==> config.mk <==
export PLATFORM = sky130hd
export DESIGN_NAME = serial_subtractor
export DESIGN_NICKNAME = d
export VERILOG_FILES = /design/src/rtl/serial_subtractor.sv
export SDC_FILE = /design/constraint.sdc
export NUM_CORES = 1
export LEC_CHECK = 0
export ABC_CLOCK_PERIOD_IN_PS = 1900
export CORE_ASPECT_RATIO = 1.1
export CORE_MARGIN = 2
export CORE_UTILIZATION = 40
export DETAILED_ROUTE_END_ITERATION = 7
export PLACE_DENSITY = 0.65
export RECOVER_POWER = 100
export REMOVE_ABC_BUFFERS = 1
export SLEW_MARGIN = 40
export SYNTH_ARGS = -nofsm -noshare
export SYNTH_HDL_FRONTEND = slang
export SYNTH_SLANG_ARGS = --single-unit
==> constraint.sdc <==
create_clock -name clk -period 1.9 [get_ports clk]
set_input_delay 0.57 -clock clk [delete_from_list [all_inputs] [get_ports clk]]
set_output_delay 0.57 -clock clk [all_outputs]
set_load 0.01 [all_outputs]
==> src/rtl/serial_subtractor.sv <==
// Bit-serial subtractor: computes x - y one bit per clock, LSB first,
// through a single full-subtractor cell and a registered borrow.
// Reports the difference, the unsigned borrow-out and the signed overflow.
//
// state | meaning
// IDLE  | waiting for start; x/y captured on the accepting edge
// SHIFT | one bit per cycle through the subtractor cell, WIDTH cycles
// DONE  | results valid, done pulses for one cycle, back to IDLE
module serial_subtractor #(
  parameter int WIDTH = 6
) (
  input  logic             clk,
  input  logic             reset,
  input  logic             start,
  input  logic [WIDTH-1:0] x,
  input  logic [WIDTH-1:0] y,
  output logic             busy,
  output logic             done,
  output logic [WIDTH-1:0] diff,
  output logic             borrow,
  output logic             overflow
);

  localparam int CW = (WIDTH > 2) ? $clog2(WIDTH) : 1;
  localparam logic [CW-1:0] LAST = CW'(WIDTH - 1);

  typedef enum logic [1:0] {
    IDLE  = 2'd0,
    SHIFT = 2'd1,
    DONE  = 2'd2
  } state_t;

  state_t state_q, state_d;

  logic [WIDTH-1:0] a_q, b_q;
  // Only the upper WIDTH-1 result bits are kept; the newest bit d is
  // prepended on the fly, so no register bit is shifted out unused.
  logic [WIDTH-2:0] r_q;
  logic             bq_q;
  logic [CW-1:0]    cnt_q;
  logic             sx_q, sy_q;
  logic [WIDTH-1:0] diff_q;
  logic             borrow_q, overflow_q;

  logic             a_bit, b_bit, d_bit, bout;
  logic [WIDTH-1:0] r_ext;
  logic             last_bit;

  // Full-subtractor cell on the current LSBs plus the registered borrow.
  always_comb begin
    a_bit    = a_q[0];
    b_bit    = b_q[0];
    d_bit    = a_bit ^ b_bit ^ bq_q;
    bout     = (~a_bit & b_bit) | (~(a_bit ^ b_bit) & bq_q);
    r_ext    = {d_bit, r_q};
    last_bit = (cnt_q == LAST);
  end

  // State register.
  always_ff @(posedge clk) begin
    if (reset) state_q <= IDLE;
    else       state_q <= state_d;
  end

  // Next-state logic; start only matters in IDLE.
  always_comb begin
    state_d = state_q;
    case (state_q)
      IDLE:    if (start) state_d = SHIFT;
      SHIFT:   if (last_bit) state_d = DONE;
      DONE:    state_d = IDLE;
      default: state_d = IDLE;
    endcase
  end

  // Handshake outputs decoded from state.
  always_comb begin
    busy = 1'b0;
    done = 1'b0;
    case (state_q)
      SHIFT:   busy = 1'b1;
      DONE:    done = 1'b1;
      default: ;
    endcase
  end

  // Operand/result shifting, borrow chain and result capture on the last bit.
  always_ff @(posedge clk) begin
    if (reset) begin
      a_q        <= '0;
      b_q        <= '0;
      r_q        <= '0;
      bq_q       <= 1'b0;
      cnt_q      <= '0;
      sx_q       <= 1'b0;
      sy_q       <= 1'b0;
      diff_q     <= '0;
      borrow_q   <= 1'b0;
      overflow_q <= 1'b0;
    end else begin
      case (state_q)
        IDLE: begin
          if (start) begin
            a_q   <= x;
            b_q   <= y;
            bq_q  <= 1'b0;
            cnt_q <= '0;
            sx_q  <= x[WIDTH-1];
            sy_q  <= y[WIDTH-1];
          end
        end
        SHIFT: begin
          a_q   <= {1'b0, a_q[WIDTH-1:1]};
          b_q   <= {1'b0, b_q[WIDTH-1:1]};
          r_q   <= r_ext[WIDTH-1:1];
          bq_q  <= bout;
          cnt_q <= cnt_q + CW'(1);
          if (last_bit) begin
            diff_q     <= r_ext;
            borrow_q   <= bout;
            overflow_q <= (sx_q != sy_q) && (d_bit != sx_q);
          end
        end
        default: ;
      endcase
    end
  end

  assign diff     = diff_q;
  assign borrow   = borrow_q;
  assign overflow = overflow_q;

endmodule

# ---- Yosys cells after proc, flatten, opt, wreduce, memory -nomap -nowiden
# Cells that the tools add are included.
dict set report totals {
  memories 0
  mem_bits_ro 0
  reg_bits 33
  mem_bits_rw 0
  latch_bits 0
  out_inout_bits 10
}
dict set report classes {
  n_bitwise 7
  n_div 0
  addsub 1
  n_eq_ne 7
  mux 13
  multipliers 0
  n_shift 0
  reduce_logical 7
  magnitude_cmp 0
}
# cell count
set op_table {}
lappend op_table {{case mux 6 bit (2 select lines)} 2}
lappend op_table {{2-to-1 mux 6 bit} 2}
lappend op_table {{AND reduction 2 bit} 4}
lappend op_table {{case mux 3 bit (2 select lines)} 1}
lappend op_table {{2-to-1 mux 2 bit} 2}
lappend op_table {{inequality test 2 bit (second input constant)} 2}
lappend op_table {{case mux 2 bit (2 select lines)} 1}
lappend op_table {{adder 3 x 1 -> 3 bit (second input constant)} 1}
lappend op_table {{equality test 3 bit (second input constant)} 1}
lappend op_table {{2-to-1 mux 1 bit} 3}
lappend op_table {{2-to-1 mux 3 bit} 1}
lappend op_table {{bitwise AND 1 bit} 2}
lappend op_table {{equality test 2 x 1 -> 1 bit (second input constant)} 1}
lappend op_table {{equality test 2 bit (second input constant)} 1}
lappend op_table {{zero test 2 bit} 1}
lappend op_table {{inequality test 1 bit} 2}
lappend op_table {{inverter 1 bit} 2}
lappend op_table {{case mux 1 bit (2 select lines)} 1}
lappend op_table {{nonzero test 2 bit} 1}
lappend op_table {{bitwise XOR 1 bit} 2}
lappend op_table {{logical AND 1 bit} 1}
lappend op_table {{OR 1 bit} 1}

# ---- Depth between registers and ports, before layout
# Gate-level depths: netlist of the first run.
dict set report depth {
  word_depth 5
  depth_mapped 6
}

# ---- Least setup slack after synthesis of the first run
# OpenSTA, ideal clock, no wires.
dict set report synth_timing {
  path_type {register to output}
  start {reg state_q[0]}
  end {out done}
  slack_ns 0.530
  t_required_ns 1.330
  arrival_time_ns 0.800
  stages_incl_launch_ff 4
  n_path_buf 2
  path_cell_list {dfxtp_1 -> buf_6 -> buf_4 -> nor2b_1}
}
dict set report synth_between {
  elab_chain_len 2
}
# item line
set synth_rtl {}
lappend synth_rtl {{start, declared} 33} ;# state_t state_q, state_d;
lappend synth_rtl {{start signal, assigned} 62} ;# else state_q <= state_d;
lappend synth_rtl {{equality test 2 bit} 80} ;# case (state_q)
lappend synth_rtl {{2-to-1 mux 1 bit} 80}
lappend synth_rtl {{end, declared} 18} ;# output logic done,
# Every way passes these cells.

# ---- Final worst setup path of the first run
dict set report layout_timing {
  start {reg diff_q[2] (netlist: diff[2])}
  end {out diff[2]}
}
# item line
set layout_lines {}
lappend layout_lines {{start, declared} 42} ;# logic [WIDTH-1:0] diff_q;
lappend layout_lines {{start signal, assigned} 119} ;# diff_q <= r_ext;
lappend layout_lines {{end, declared} 19} ;# output logic [WIDTH-1:0] diff,
# No word-level cell between the ends.

==> impl_metrics.json, run 1 <==
{
  "synth_top_family_by_area": "compound AO/OA/AOI/OAI gates",
  "first_iter_violations": 55,
  "worst_slew_pin_slew_ns": 0.686,
  "synth_largest_area_cell": "dfxtp_1",
  "antenna_found_initial": 0,
  "hp-class": "flop to flop",
  "cap_violations": 0,
  "p_int_mw": 1.11,
  "wl_um": 2800,
  "grt_usage": 0.158,
  "drtAntennaViolNets": 0,
  "clk_path_buf_depth": 2,
  "post-route-cell-area_mm2": 0.00181,
  "synth_compound_area_frac": 0.210,
  "die_h_um": 67.6,
  "synth_area_mm2": 0.00147,
  "p_clk_frac": 0.359,
  "setup_viol": 0,
  "avgRoutedWirePerCell_um": 12.3,
  "grt_pass1_vias": 1139,
  "vias_per_cell": 4.90,
  "rows": 23,
  "powerDensity_mw_per_mm2": 803,
  "place.gp.congestion": 0.735,
  "cp.required_ns": 1.33,
  "synthMuxAreaShare": 0.0680,
  "crit_arrival_ns": 1.22,
  "power_switching_uw": 346,
  "setup.worst_path.end": "diff[2]",
  "critical-path-top-delay-family": "buffers and inverters",
  "layout.cells.non_filler": 228,
  "r2r_cells": 5,
  "post-route-period-util": 0.942,
  "synth_cells": 150,
  "cts_made_buffers": 5,
  "synth_cell_types": 29,
  "die_w_um": 61.9,
  "status": "finished, final reports clean",
  "dp_slack_ns": 0.0423,
  "hpwl_um": 2000,
  "hold_ws_ns": 0.453,
  "grt_overflow": 0,
  "comb_power_share": 0.126,
  "crit_path_cell_trace": "dlygate4sd3_1",
  "yosys.area.top_type_share": 0.449,
  "timing.setup.tns_ns": 0,
  "synth-seq-cells": 33,
  "vias": 1118,
  "pwr-share-seq": 0.515,
  "n_fill_cell": 335,
  "cp.depth": 1,
  "power_mw": 1.45,
  "final_common_cell": "dfxtp_1",
  "worst-path-buf-inv": 1,
  "fmax_ghz": 0.559,
  "finalHoldViolCount": 0,
  "cts_tree": "yes",
  "cts_sinks": 33,
  "slowest_stage": "dlygate4sd3_1",
  "drc": 0,
  "core-area_mm2": 0.00360,
  "initial_utilization": 0.409,
  "placedCellCount": 221,
  "place_area_mm2": 0.00179,
  "multi_input_area_um2": 667,
  "htreeDepth": 2,
  "crit_start": "diff[2]$_SDFFE_PP0P_",
  "regArea_um2": 664,
  "antennaDiodeCount": 0,
  "drtPass1Iterations": 4,
  "seq_area_frac_synth": 0.449,
  "synth_warnings": 0,
  "cpPeakStageDelay_ns": 0.61,
  "leakage_nw": 0.694,
  "syn_area_per_cell_um2": 9.82,
  "r2r-start": "state_q[0]$_SDFFE_PP0P_",
  "synth_fa_ha_area_frac": 0.0306,
  "rsz0062_at_grt": "false",
  "ff2ff_setup_slack_ns": 0.34,
  "ios": 25,
  "fin_nets": 196,
  "clkTransAtPathRegs_ns": 0.06,
  "crit_type": "flop to output port",
  "io_buffer_count": 24,
  "clk_latency_ns": 0.28,
  "grt_first_pass_wirelength_um": 4890,
  "yosys.area_share.simple": 0.183,
  "cts_root_buf": "clkbuf_8",
  "drive_gt1_frac": 0.163,
  "maxSlewHeadroom": 0.543,
  "period_minus_slack_ns": 1.79,
  "grt_max_degree": 34,
  "area_delta_synth_final_pct": 22.8,
  "worst_slack_ns": 0.111,
  "die_area_mm2": 0.00418,
  "critPathMaxFanout": 2,
  "final_cell_mix": "dfxtp_1, nand2_1, a21oi_1, clkdlybuf4s50_1, nor2_2",
  "worstSetupStartpointType": "flop",
  "fin_skew_ns": 0.00380,
  "r2r_end": "b_q[2]$_SDFFE_PP0P_",
  "holdBufCountCts": 0,
  "netSwitchingFraction": 0.238,
  "yosys-top-cells-area": "dfxtp_1, a211oi_2, mux2i_1, nand2_1, a21oi_1",
  "endpoint_kind": "output port",
  "peakVddDrop_v": 0.000372,
  "finish.utilization": 0.503,
  "synth-xor-area-share": 0,
  "slew_viol_final": 0
}
-- worst min-delay path by stage --
stage / startpoint / end / cells after the start
finish: r_q[0]$_SDFFE_PP0P_ / r_q[0]$_SDFFE_PP0P_ / 2
floorplan: r_q[0]$_SDFFE_PP0P_ / diff[0]$_SDFFE_PP0P_ / 2
CTS: r_q[0]$_SDFFE_PP0P_ / r_q[0]$_SDFFE_PP0P_ / 2
detailed placement: r_q[0]$_SDFFE_PP0P_ / r_q[0]$_SDFFE_PP0P_ / 2
global placement: diff[5]$_SDFFE_PP0P_ / diff[5]$_SDFFE_PP0P_ / 2
global route: r_q[0]$_SDFFE_PP0P_ / r_q[0]$_SDFFE_PP0P_ / 2
-- kinds of logic after synthesis --
logic type | Yosys count
buf+inv | 14
simple gates | 53
compound gates | 37
fa+ha+maj | 3
flops | 33
mux | 10
-- state kept, by name, indices dropped and copies added (netlist names) --
name and count:
sy_q 1, r_q 5, sx_q 1, cnt_q 3, diff 6, a_q 6
state_q 2, borrow 1, overflow 1, b_q 6, bq_q 1
-- layer usage --
metal	GRT usage	part of all wire	routed length, µm
met3	0.0460	0.026	74
met4	0.0718	0.021	58
met2	0.264	0.51	1430
met5	0	0	0
met1	0.182	0.44	1240
-- Yosys cell counts (all sizes together) --
cell type,instances
nand2,25
dfxtp,33
and4b,1
inv,4
a311oi,1
nand4b,1
buf,7
fa,1
a21oi,16
nor2,18
a31oi,1
o21ba,1
mux2i,10
ha,2
nor3b,1
nand3b,3
clkbuf,3
a2bb2oi,2
nand2b,3
a211oi,13
nor2b,1
o21bai,1
o21ai,2
-- power groups by stage --
stage                     logic (mW)  clock network (mW)  registers, mW
final                          0.183               0.522          0.748
after global routing           0.203               0.566          0.753
after CTS                      0.206               0.535          0.748
after detailed placement       0.207                   0          0.764
after global placement         0.202                   0          0.762
after floorplan                0.109                   0          0.765
-- area by class of cell --
cell class,count,share of cell area
clock buffers,7,0.0478
inverters,4,0.00830
multi-input cells,103,0.369
flip-flops and latches,33,0.367
well taps,50,0.0346
repair buffers,31,0.173
-- repair_timing --
item                       in CTS  in global routing
setup endpoints to repair       2                  0
setup buffers                   0                  0
resized for setup               4                  0
No activity file was read; power rests on OpenSTA's default activity.
==> inputs of run 2 (changes only) <==
Settings changed: CTS_CLUSTER_SIZE from default to 25, RECOVER_POWER 100 to 50, SLEW_MARGIN 40 to default.
==> run 2 against run 1 <==
Maximum frequency up 2.8%. Largest power group unchanged. Global-route usage unchanged. Hold slack barely moved. Clock-buffer cell count unchanged. Core utilization rose by 0.87 points. Critical path type unchanged. Sequential power about the same. Combinational power grew 5%. Total power is 0.62% higher. Worst setup slack better by 0.049 ns.
==> impl_metrics.json, run 2 (same netlist as run 1, synthesis figures left out) <==
{
  "min-delay-start": "r_q[0]$_SDFFE_PP0P_",
  "rsz0062_at_grt": "false",
  "rows": 23,
  "vias_per_cell": 5.00,
  "worst_slack_ns": 0.160,
  "ff2ff_setup_slack_ns": 0.46,
  "crit_path_cell_trace": "clkdlybuf4s50_1",
  "first_iter_violations": 54,
  "cts_sinks": 33,
  "final_common_cell": "dfxtp_1",
  "critical-path-top-delay-family": "buffers and inverters",
  "placedCellCount": 221,
  "initial_utilization": 0.409,
  "endpoint_kind": "output port",
  "post-route-period-util": 0.916,
  "slew_viol_final": 0,
  "final_cell_mix": "dfxtp_1, nand2_1, clkdlybuf4s50_1, a21oi_1, nor2_2",
  "fin_skew_ns": 0.00304,
  "critPathMaxFanout": 2,
  "r2r_cells": 5,
  "dp_slack_ns": 0.0423,
  "place.gp.congestion": 0.735,
  "min_delay_path_depth": 2,
  "grt_overflow": 0,
  "slowest_stage": "clkdlybuf4s50_1",
  "cap_violations": 0,
  "grt_usage": 0.158,
  "ios": 25,
  "drtAntennaViolNets": 0,
  "period_minus_slack_ns": 1.74,
  "core-area_mm2": 0.00360,
  "powerDensity_mw_per_mm2": 795,
  "setup_viol": 0,
  "fmax_ghz": 0.575,
  "post-route-cell-area_mm2": 0.00184,
  "clk_path_buf_depth": 2,
  "worst_slew_pin_slew_ns": 0.743,
  "crit_type": "flop to output port",
  "hold_ws_ns": 0.453,
  "worstSetupStartpointType": "flop",
  "finish.utilization": 0.511,
  "cts.repair.resized": 4,
  "place_area_mm2": 0.00179,
  "clk_latency_ns": 0.28,
  "timing.setup.tns_ns": 0,
  "die_area_mm2": 0.00418,
  "fin_nets": 196,
  "die_h_um": 67.6,
  "drtPass1Iterations": 4,
  "clkTransAtPathRegs_ns": 0.06,
  "maxSlewHeadroom": 0.505,
  "antennaDiodeCount": 0,
  "grt_first_pass_wirelength_um": 4890,
  "hp-class": "flop to flop",
  "cts_made_buffers": 5,
  "leakage_nw": 0.682,
  "vias": 1139,
  "drive_gt1_frac": 0.202,
  "holdPathEnd": "r_q[0]$_SDFFE_PP0P_",
  "die_w_um": 61.9,
  "cts_setup_buffers": 0,
  "wl_um": 2760,
  "hpwl_um": 2000,
  "htreeDepth": 2,
  "status": "finished, final reports clean",
  "layout.cells.non_filler": 228,
  "avgRoutedWirePerCell_um": 12.1,
  "cts_root_buf": "clkbuf_8",
  "worst-path-buf-inv": 1,
  "crit_arrival_ns": 1.17,
  "finalHoldViolCount": 0,
  "r2r-start": "b_q[0]$_SDFFE_PP0P_",
  "holdBufCountCts": 0,
  "grt_pass1_vias": 1139,
  "r2r_end": "overflow$_SDFFE_PP0P_",
  "io_buffer_count": 24,
  "peakVddDrop_v": 0.000370,
  "cts_tree": "yes",
  "drc": 0,
  "cpPeakStageDelay_ns": 0.55,
  "power_mw": 1.46,
  "antenna_found_initial": 0,
  "grt_max_degree": 34,
  "cp.required_ns": 1.33,
  "area_delta_synth_final_pct": 24.9
}
## run 2: where the power goes
group / leakage, nW / switching, mW / internal, mW
registers: 0.270 / 0.0244 / 0.724
logic: 0.368 / 0.0923 / 0.101
clock network: 0.0443 / 0.233 / 0.287
total: 0.682 / 0.350 / 1.11
## run 2: cell type report
type | count | area, µm²
Clock buffer | 7 | 86.3
Sequential cell | 33 | 664
Fill cell | 329 | 1760
Inverter | 4 | 15.0
Timing Repair Buffer | 31 | 313
Multi-Input combinational cell | 103 | 698
Tap cell | 50 | 62.6
## run 2: routing by layer
metal  global-route usage  wire [µm]
met4               0.0718         58
met3               0.0460        107
met2                0.264       1410
met5                    0          0
met1                0.182       1190
## run 2: tightest hold or removal path, delay by kind of cell, from the launching register on
kind / cells / cell delay, ns
flops: 1 / 0.31
simple gates: 1 / 0.05
compound gates: 1 / 0.05
## run 2: worst max-delay path by stage
stage,start,to,cells after the start
4_1_cts,borrow$_SDFFE_PP0P_,borrow,1
3_3_place_gp,start,a_q[1]$_SDFFE_PP0P_,5
3_5_place_dp,start,sx_q$_SDFFE_PP0P_,4
6_report,borrow$_SDFFE_PP0P_,borrow,1
5_1_grt,borrow$_SDFFE_PP0P_,borrow,1
2_1_floorplan,state_q[0]$_SDFFE_PP0P_,busy,2
